==> src/rtl/mem_port_arbiter.sv <==
// mem_port_arbiter
// Arbitrates three cache/DMA ports onto one SDRAM controller that moves
// 4-word bursts. A grant latches the owner, direction and burst address.
// The controller handshake (ready/offset, write data) is steered
// combinationally between the controller and the owning port.
// Optional feature macro: ARB_ROUND_ROBIN_EN. When it is defined, rotating
// priority is used and the port that just finished a burst drops to lowest
// priority. When it is undefined, fixed priority p3 > p2 > p1 is used.
module mem_port_arbiter (
    input  logic        clk,
    input  logic        reset,
    // program cache (read only)
    input  logic        p1_req,
    input  logic [31:0] p1_address,
    output logic        p1_ready,
    output logic [1:0]  p1_offset,
    // data cache
    input  logic        p2_req,
    input  logic        p2_wren,
    input  logic [31:0] p2_address,
    input  logic [15:0] p2_to_mem,
    output logic        p2_ready,
    output logic [1:0]  p2_offset,
    // video / DMA
    input  logic        p3_req,
    input  logic        p3_wren,
    input  logic [16:0] p3_address,
    input  logic [15:0] p3_to_mem,
    output logic        p3_ready,
    output logic [1:0]  p3_offset,
    // shared read data
    output logic [15:0] from_mem,
    // SDRAM controller
    output logic        ctrl_req,
    output logic        ctrl_wren,
    output logic [23:0] ctrl_address,
    output logic [15:0] ctrl_to_mem,
    input  logic        ctrl_ready,
    input  logic [1:0]  ctrl_offset,
    input  logic [15:0] ctrl_from_mem
);

    typedef enum logic [1:0] {
        IDLE = 2'd0,
        BUSY = 2'd1,
        DONE = 2'd2
    } state_t;

    // Owner / port codes; code 0 means no port owns the controller.
    localparam logic [1:0] OWN_NONE = 2'd0;
    localparam logic [1:0] OWN_P1   = 2'd1;
    localparam logic [1:0] OWN_P2   = 2'd2;
    localparam logic [1:0] OWN_P3   = 2'd3;

    state_t      r_state;
    logic [1:0]  r_owner;
    logic        r_ctrl_req;
    logic        r_ctrl_wren;
    logic [23:0] r_ctrl_address;
    logic [1:0]  r_beat_cnt;

    logic [2:0]  w_req_vec;
    logic [1:0]  w_grant_owner;
    logic        w_grant_wren;
    logic [23:0] w_grant_address;
    logic        w_last_beat;
    logic        w_unused;

    // Next port in the rotation p1 -> p2 -> p3 -> p1.
    function automatic logic [1:0] next_port(input logic [1:0] port);
        logic [1:0] nxt;
        case (port)
            OWN_P1:  nxt = OWN_P2;
            OWN_P2:  nxt = OWN_P3;
            default: nxt = OWN_P1;
        endcase
        return nxt;
    endfunction

    // True when the given port code has its request line asserted.
    function automatic logic port_requested(input logic [1:0] port, input logic [2:0] reqs);
        logic hit;
        case (port)
            OWN_P1:  hit = reqs[0];
            OWN_P2:  hit = reqs[1];
            OWN_P3:  hit = reqs[2];
            default: hit = 1'b0;
        endcase
        return hit;
    endfunction

    assign w_req_vec = {p3_req, p2_req, p1_req};

    // Address bits that never reach the controller (word-in-burst and high bits).
    assign w_unused = ^{p1_address[31:24], p1_address[1:0],
                        p2_address[31:24], p2_address[1:0], p3_address[1:0]};

    // The fourth ready beat of a burst closes it.
    assign w_last_beat = (r_state == BUSY) && ctrl_ready && (r_beat_cnt == 2'd3);

`ifdef ARB_ROUND_ROBIN_EN
    logic [1:0] r_rr_ptr;
    logic [1:0] w_cand0;
    logic [1:0] w_cand1;
    logic [1:0] w_cand2;

    assign w_cand0 = r_rr_ptr;
    assign w_cand1 = next_port(w_cand0);
    assign w_cand2 = next_port(w_cand1);

    // Rotating priority: start the search at the pointer and walk the ring.
    always_comb begin
        w_grant_owner = OWN_NONE;
        if (port_requested(w_cand0, w_req_vec)) begin
            w_grant_owner = w_cand0;
        end else if (port_requested(w_cand1, w_req_vec)) begin
            w_grant_owner = w_cand1;
        end else if (port_requested(w_cand2, w_req_vec)) begin
            w_grant_owner = w_cand2;
        end else begin
            w_grant_owner = OWN_NONE;
        end
    end

    // The port that just completed a burst becomes lowest priority.
    always_ff @(posedge clk) begin
        if (!reset) begin
            r_rr_ptr <= OWN_P1;
        end else if (w_last_beat) begin
            r_rr_ptr <= next_port(r_owner);
        end else begin
            r_rr_ptr <= r_rr_ptr;
        end
    end
`else
    // Fixed priority: p3 (video) over p2 (data) over p1 (program).
    always_comb begin
        w_grant_owner = OWN_NONE;
        if (port_requested(OWN_P3, w_req_vec)) begin
            w_grant_owner = OWN_P3;
        end else if (port_requested(OWN_P2, w_req_vec)) begin
            w_grant_owner = OWN_P2;
        end else if (port_requested(OWN_P1, w_req_vec)) begin
            w_grant_owner = OWN_P1;
        end else begin
            w_grant_owner = OWN_NONE;
        end
    end
`endif

    // Burst-aligned controller address and direction for the winning port.
    always_comb begin
        w_grant_address = 24'd0;
        w_grant_wren    = 1'b0;
        case (w_grant_owner)
            OWN_P1: begin
                w_grant_address = {p1_address[23:2], 2'b00};
                w_grant_wren    = 1'b0;
            end
            OWN_P2: begin
                w_grant_address = {p2_address[23:2], 2'b00};
                w_grant_wren    = p2_wren;
            end
            OWN_P3: begin
                w_grant_address = {7'h7F, p3_address[16:2], 2'b00};
                w_grant_wren    = p3_wren;
            end
            default: begin
                w_grant_address = 24'd0;
                w_grant_wren    = 1'b0;
            end
        endcase
    end

    // Arbitration FSM: grant in IDLE, count beats in BUSY, one-cycle DONE gap.
    always_ff @(posedge clk) begin
        if (!reset) begin
            r_state        <= IDLE;
            r_owner        <= OWN_NONE;
            r_ctrl_req     <= 1'b0;
            r_ctrl_wren    <= 1'b0;
            r_ctrl_address <= 24'd0;
            r_beat_cnt     <= 2'd0;
        end else begin
            case (r_state)
                IDLE: begin
                    if (w_grant_owner != OWN_NONE) begin
                        r_owner        <= w_grant_owner;
                        r_ctrl_wren    <= w_grant_wren;
                        r_ctrl_address <= w_grant_address;
                        r_ctrl_req     <= 1'b1;
                        r_beat_cnt     <= 2'd0;
                        r_state        <= BUSY;
                    end else begin
                        r_state <= IDLE;
                    end
                end
                BUSY: begin
                    if (ctrl_ready) begin
                        r_beat_cnt <= r_beat_cnt + 2'd1;
                        if (r_beat_cnt == 2'd3) begin
                            r_ctrl_req  <= 1'b0;
                            r_ctrl_wren <= 1'b0;
                            r_state     <= DONE;
                        end else begin
                            r_state <= BUSY;
                        end
                    end else begin
                        r_state <= BUSY;
                    end
                end
                DONE: begin
                    r_owner <= OWN_NONE;
                    r_state <= IDLE;
                end
                default: begin
                    r_owner    <= OWN_NONE;
                    r_ctrl_req <= 1'b0;
                    r_state    <= IDLE;
                end
            endcase
        end
    end

    // Forward the controller handshake to the owner only while a burst runs.
    always_comb begin
        p1_ready  = 1'b0;
        p1_offset = 2'd0;
        p2_ready  = 1'b0;
        p2_offset = 2'd0;
        p3_ready  = 1'b0;
        p3_offset = 2'd0;
        if (r_state == BUSY) begin
            case (r_owner)
                OWN_P1: begin
                    p1_ready  = ctrl_ready;
                    p1_offset = ctrl_offset;
                end
                OWN_P2: begin
                    p2_ready  = ctrl_ready;
                    p2_offset = ctrl_offset;
                end
                OWN_P3: begin
                    p3_ready  = ctrl_ready;
                    p3_offset = ctrl_offset;
                end
                default: begin
                    p1_ready = 1'b0;
                end
            endcase
        end else begin
            p1_ready = 1'b0;
        end
    end

    // Write data comes straight from the owner for the word on the bus now.
    always_comb begin
        case (r_owner)
            OWN_P2:  ctrl_to_mem = p2_to_mem;
            OWN_P3:  ctrl_to_mem = p3_to_mem;
            default: ctrl_to_mem = 16'd0;
        endcase
    end

    assign ctrl_req     = r_ctrl_req;
    assign ctrl_wren    = r_ctrl_wren;
    assign ctrl_address = r_ctrl_address;
    assign from_mem     = ctrl_from_mem;

endmodule

==> config.mk <==
export PLATFORM = sky130hd
export DESIGN_NAME = mem_port_arbiter
export DESIGN_NICKNAME = d
export VERILOG_FILES = /design/src/rtl/mem_port_arbiter.sv
export SDC_FILE = /design/constraint.sdc
export NUM_CORES = 1
export LEC_CHECK = 0
export CAP_MARGIN = 20
export CORE_MARGIN = 3
export CORE_UTILIZATION = 33
export CTS_BUF_LIST = sky130_fd_sc_hd__clkbuf_8
export CTS_CLUSTER_SIZE = 16
export DETAILED_ROUTE_END_ITERATION = 8
export PLACE_DENSITY = 0.95
export SLEW_MARGIN = 0
export SYNTH_ARGS = -nofsm -noshare
export SYNTH_HDL_FRONTEND = slang
export SYNTH_SLANG_ARGS = --single-unit
==> constraint.sdc <==
create_clock -name clk -period 2.1 [get_ports clk]
set_input_delay 0.42 -clock clk [delete_from_list [all_inputs] [get_ports clk]]
set_output_delay 0.42 -clock clk [all_outputs]
set_load 0.03 [all_outputs]
==> out/qor.yml, run 1 <==
worst_setup_path:
  arrival_ps: 1530
  critPathCaptureType: "output port"
  critPathTopFamily: "simple AND/OR/NAND/NOR gates"
  rr_startpoint: "r_state[0]"
  r2r_end: "ctrl_wren"
  worstPathCellList: "nor2b_2 > nand2_1 > nor2_1 > buf_4"
  critPathLaunchType: "register"
  crit_type: "register to output port"
  worstRegToRegCells: 4
  crit_required_ps: 1680
  reg2reg_slack_ps: 750
  crit_buf_inv: 1
  cpPeakStageDelay_ps: 440
  worst-path-max-fanout: 7
  crit_slowest_cell: "dfxtp_1"
power:
  clockPowerShare_pct: 25.6
  p_sw_w: 0.0006227
  comb_power_share_pct: 40.0
  swShare_pct: 32.80
  p_int_w: 0.001276
  p_leak_nw: 1.356
  ir_worst_vdd_v: 0.0003772
  power_density_nw_per_um2: 544.7
  power_frac_seq_pct: 34.5
  power_w: 0.001898
global_route:
  grt_pass1_vias: 2222
  grt_overflow: 0
  grtUsageTotal_pct: 18.09
  grt_max_degree: 38
  grt_pass1_wl_um: 10630
  grt_antenna_before_repair: 0
job:
  cap_viol_max_count: 0
place:
  place_congestion: 0.7745
  placed_area_um2: 3387
  dp_hpwl_um: 5419
  port_buffers: 149
logic_synthesis:
  yosysMostFrequentCell: "dfxtp_1"
  synth_area_leaders: "dfxtp_1 30%, buf_4 8.1%, mux2i_1 7.9%"
  synth-seq-area-share_pct: 29.54
  synth_top_area_share_pct: 29.54
  async_flop_share_pct: 0
  syn_area_um2: 2033
  netlist_top_cells_count: "30 x dfxtp_1, 22 x buf_4, 22 x nand2_1"
  ys_types: 29
  synth_enable_flop_cells: 0
  yosysWarningCount: 0
  ys_ff_latch: 30
  syn_inst: 254
  synthFlopType: "dfxtp_1"
  yosysTopAreaCell: "dfxtp_1"
  syn_area_per_cell_um2: 8.005
cts:
  clkLatencyLatePin_ps: 280
  cts_hold_buf: 0
  root_buffer: "clkbuf_8"
  cts_sinks: 30
  cts_buffers: 5
  htree_levels: 2
  clk_pin_slew_ps: 70
  cts_buffer_depth: 2
  cts_tree: "built"
route:
  drtIter0Drc: 73
  num_vias: 2272
  antenna_left: 0
  firstDrtPassIters: 4
  wl_um: 6815
  via_per_inst: 4.993
  drcViolationCount: 0
  wire_per_inst_um: 14.98
final_layout:
  post-route-cell-area_um2: 3485
  layout-drive-gt1-share_pct: 15.14
  final_nets: 522
  antennaDiodeCount: 0
  area_delta_synth_final_pct: 71.38
floorplan:
  die_h_um: 84.50
  core-area_um2: 5743
  io_pins: 206
  dieArea_um2: 7139
  die_w_um: 84.50
  initial_core_util_pct: 35.40
  row_count: 27
sta:
  tightestPinTransition_ps: 921.8
  fin_crit_sh_pct: 92.71
  hold_violations: 0
  slew_headroom_pct: 38.27
  skew_ps: 5.907
  fmaxAchievable_mhz: 513.6
  final_max_slew_viol_count: 0
  setup_viol: 0
  period_needed_ps: 1947
worst_hold_path:
  min_path_cells: 2
  hold_path_end: "ctrl_address[11]"
  hold_class: "register to register"
  min_from: "ctrl_address[11]"
outcome:
  status: "finished clean"
## state kept, by name (all words and copies together), names as in the netlist
register and count:
r_beat_cnt 2, ctrl_req 1, r_owner 2, ctrl_address 22
r_state 2, ctrl_wren 1
## layer usage
layer / global-route usage (%) / part of all wire [%] / up-vias
li1: - / - / 1133
met1: 19.87 / 37 / 1042
met2: 33.52 / 55 / 93
met3: 6.183 / 7.6 / 4
met4: 3.741 / 0.54 / 0
met5: 0 / 0 / -
## layout make-up
class	count	area, um2
Fill cell	520	2258
Clock buffer	6	82.58
Inverter	6	22.52
Sequential cell	30	600.6
Timing Repair Buffer	160	1524
Tap cell	72	90.09
Multi-Input combinational cell	179	1152
Clock inverter	2	12.51
## cells in the final DEF (no fill, tap or decap), drive strengths merged
cell,instances
dfxtp,30
nor4,1
clkinv,2
a221oi,9
buf,36
ha,1
clkinvlp,1
a21oi,29
nor2,11
nand3,17
mux2i,16
conb,2
o21ai,14
inv,5
clkdlybuf4s50,124
a221o,14
clkbuf,6
o31a,1
nor3,2
nor2b,19
nand2b,17
a211oi,2
nand2,24
## repair_timing
| action | in CTS | in global routing |
|---|---|---|
| setup buffers | 0 | 0 |
| endpoints found under the setup margin | 0 | 9 |
| gates resized for setup | 0 | 1 |
| endpoints found under the hold margin | 0 | 0 |
## metrics by stage
step | cells | setup WS [ps] | hold WS (ps) | util (%) | setup TNS, ps
after CTS | 455 | 22.38 | 460.3 | 60.63 | 0
final | 455 | 153.1 | 462.3 | 60.68 | 0
after detailed placement | 447 | -152.3 | 450.8 | 58.98 | -1483
after global routing | 455 | -3.399 | 478.1 | 60.68 | -3.399
after floorplan | 255 | 417.4 | 444.6 | - | 0
after global placement | 447 | -70.15 | 444.5 | 58.98 | -726.8
## worst max path at each step
stage | start | to | cells past startpoint
2_1_floorplan | r_owner[0] | ctrl_to_mem[10] | 4
4_1_cts | r_state[0] | p1_ready | 4
3_5_place_dp | p1_req | ctrl_address[8] | 5
5_1_grt | r_state[0] | p3_ready | 4
3_3_place_gp | p1_req | ctrl_address[4] | 5
6_report | r_state[0] | p3_ready | 4
## power by group through the flow
stage / combinational, W / clock [W] / sequential [W]
6_report: 0.000759 / 0.000485 / 0.000654
5_1_grt: 0.000811 / 0.000527 / 0.000662
4_1_cts: 0.000764 / 0.000499 / 0.000655
3_5_place_dp: 0.000761 / 0 / 0.000667
3_3_place_gp: 0.000744 / 0 / 0.000665
2_1_floorplan: 0.000378 / 0 / 0.000740
## worst min-delay path: stages (launching register included)
cell	delay, ps
dfxtp_1	320
nand2_2	60
a21oi_2	40
## logic make-up (layout without fill, tap and decap cells)
logic type / Yosys count / in the layout / synth area share, %
AND/OR/NAND/NOR: 91 / 91 / 23.69
buffers and inverters: 46 / 174 / 14.09
multiplexers: 16 / 16 / 7.877
adder cells (fa/ha/maj): 1 / 1 / 0.6153
other: 1 / 2 / 0.1844
AO/OA/AOI/OAI: 69 / 69 / 24.00
flip-flops: 30 / 30 / 29.54
(Power assumes the default switching activity.)
==> run 2: changes to the inputs <==
CORE_UTILIZATION = 27   (was 33)
PLACE_DENSITY = 0.91   (was 0.95)
clock period = 1.65 ns   (was 2.1 ns; I/O delays follow)
==> run 2 against run 1 <==
Combinational power grew 34%. Register-to-register slack got worse by 450 ps. Worst setup slack worse by 79 ps. Core utilization down 10 points. Final cell count up 7.7%. Clock power is 31% higher. Sequential share of layout area down 0.85 points. Non-clock buffer count is 8 higher.
==> out/qor.yml, run 2 (synthesized netlist as in run 1, its figures left out) <==
final_layout:
  largest_reg_flops: 22  # unchanged
  seq_area_um2: 605.6  # was 600.6 um2
  fill_cells: 667  # was 520
  layout-drive-gt1-share_pct: 19.18  # was 15.14%
  multi_input_area_um2: 1189  # was 1152 um2
  layout_common_cells: "100 x clkdlybuf4s50_1, 40 x buf_4, 28 x dfxtp_1"  # was 124 x clkdlybuf4s50_1, 35 x buf_4, 30 x dfxtp_1
  antennaDiodeCount: 0  # unchanged
  instances_no_fill: 490  # was 455
  final_common_cell: "clkdlybuf4s50_1"  # unchanged
  final_nets: 530  # was 522
  area_delta_synth_final_pct: 81.78  # was 71.38%
route:
  antenna_left: 0  # unchanged
  via_per_inst: 4.802  # was 4.993
  drtIter0Drc: 62  # was 73
  num_vias: 2353  # was 2272
  wire_per_inst_um: 15.01  # was 14.98 um
  drcViolationCount: 0  # unchanged
  firstDrtPassIters: 5  # was 4
  wl_um: 7355  # was 6815 um
power:
  ir_worst_vdd_v: 0.0003898  # was 0.0003772 V
  p_leak_nw: 1.694  # was 1.356 nW
  power_density_nw_per_um2: 671.4  # was 544.7 nW/um2
cts:
  cts_buffer_depth: 2  # unchanged
  htree_levels: 2  # unchanged
  cts_sinks: 30  # unchanged
  cts_hold_buf: 0  # unchanged
  cts_tree: "built"  # unchanged
  cts_buffers: 5  # unchanged
  clk_pin_slew_ps: 80  # was 70 ps
  root_buffer: "clkbuf_8"  # unchanged
  clkLatencyLatePin_ps: 280  # about the same
floorplan:
  initial_core_util_pct: 27.88  # was 35.40%
  core-area_um2: 7292  # was 5743 um2
  io_pins: 206  # unchanged
  die_h_um: 92.78  # was 84.50 um
  row_count: 31  # was 27
  dieArea_um2: 8607  # was 7139 um2
  die_w_um: 92.78  # was 84.50 um
sta:
  setup_viol: 0  # unchanged
  final_max_slew_viol_count: 0  # unchanged
  hold_violations: 0  # unchanged
  slew_headroom_pct: 63.70  # was 38.27%
  fmaxAchievable_mhz: 634.6
  tightestPinTransition_ps: 543.4  # was 921.8 ps
  setup_tns_ps: 0  # unchanged
  fin_crit_sh_pct: 95.51
  skew_ps: 9.907  # was 5.907 ps
  rsz0062_at_grt: "yes"
  period_needed_ps: 1576
place:
  port_buffers: 149  # unchanged
  place_congestion: 0.8421  # was 0.7745
  dp.cells: 480  # was 447
  dp_hpwl_um: 5684  # was 5419 um
global_route:
  grtUsageTotal_pct: 15.61  # was 18.09%
  grt_antenna_before_repair: 0  # unchanged
  grt_pass1_wl_um: 10850  # was 10630 um
  grt_max_degree: 26  # was 38
  grt_overflow: 0  # unchanged
  grt_pass1_vias: 2318  # was 2222
worst_setup_path:
  crit_type: "register to output port"  # unchanged
  worstRegToRegCells: 6  # was 4
  worstPathCellList: "nor2b_4 > nand2_2 > nor2_1 > buf_4"  # was nor2b_2 > nand2_1 > nor2_1 > buf_4
  crit_required_ps: 1320  # was 1680 ps
  cpPeakStageDelay_ps: 340  # was 440 ps
  arrival_ps: 1250  # was 1530 ps
  critPathLaunchType: "register"  # unchanged
  critPathCaptureType: "output port"  # unchanged
  crit_slowest_cell: "dfxtp_1"  # unchanged
  worst-path-max-fanout: 5  # was 7
outcome:
  status: "finished clean"  # unchanged
job:
  cap_viol_max_count: 0  # unchanged
worst_hold_path:
  min_path_cells: 2  # unchanged
  hold_class: "register to register"  # unchanged
-- run 2: cell count changes in the layout (fill, tap and decap cells not counted), sizes merged --
cell / change
buf: +7
clkbuf: +1
dlygate4sd2: +7
dlymetal6s2s: +17
clkdlybuf4s50: -24
-- run 2: metal layers --
metal / track usage [%] / routed length [um]
met2: 28.31 / 3921
met1: 17.08 / 2691
met4: 5.983 / 158
met5: 0 / 0
met3: 4.387 / 584
-- run 2: path summary, 6_finish.rpt --
check	endpoint	from	slack, ps
worst max-delay path	p2_offset[0]	r_state[0]	70
worst min-delay path	ctrl_wren	ctrl_wren	460
worst max register to register	ctrl_address[12]	r_state[1]	300
worst min register to register	ctrl_wren	ctrl_wren	460
-- run 2: report_power, final --
part | internal (W) | switching, W
Clock | 0.000335 | 0.000299
Sequential | 0.000789 | 0.0000394
Combinational | 0.000529 | 0.000490
-- run 2: timing repair --
item | CTS | global route
buffers inserted | 0 | 1
pin swaps | 0 | 2
endpoints found under the setup margin | 44 | 38
hold endpoints to repair | 0 | 0
gates cloned | 0 | 1
resized for setup | 11 | 26
-- run 2: through the flow --
step	area [um2]	total power [W]	hold WS, ps	worst slack, ps	utilization [%]
floorplan	2037	0.001423	444.6	57.43	-
global placement	3497	0.001833	444.6	-439.0	47.96
detailed placement	3497	0.001854	453.1	-476.6	47.96
CTS	3597	0.002490	463.7	1.732	49.33
global route	3696	0.002607	471.8	-15.58	50.69
finish	3696	0.002482	456.1	74.16	50.69
-- run 2: worst max-delay path: cells and delay by family, from the launching register on --
kind | cells | cell delay [ps]
buffers and inverters | 1 | 180
flip-flops | 1 | 340
AND/OR/NAND/NOR | 3 | 450
-- run 2: layout make-up --
cell class | count | share of cell area [%]
Sequential cell | 30 | 16.38
Multi-Input combinational cell | 179 | 32.16
Clock inverter | 2 | 0.3385
Clock buffer | 6 | 2.234
Tap cell | 99 | 3.351
Timing Repair Buffer | 168 | 44.92
Inverter | 6 | 0.6093
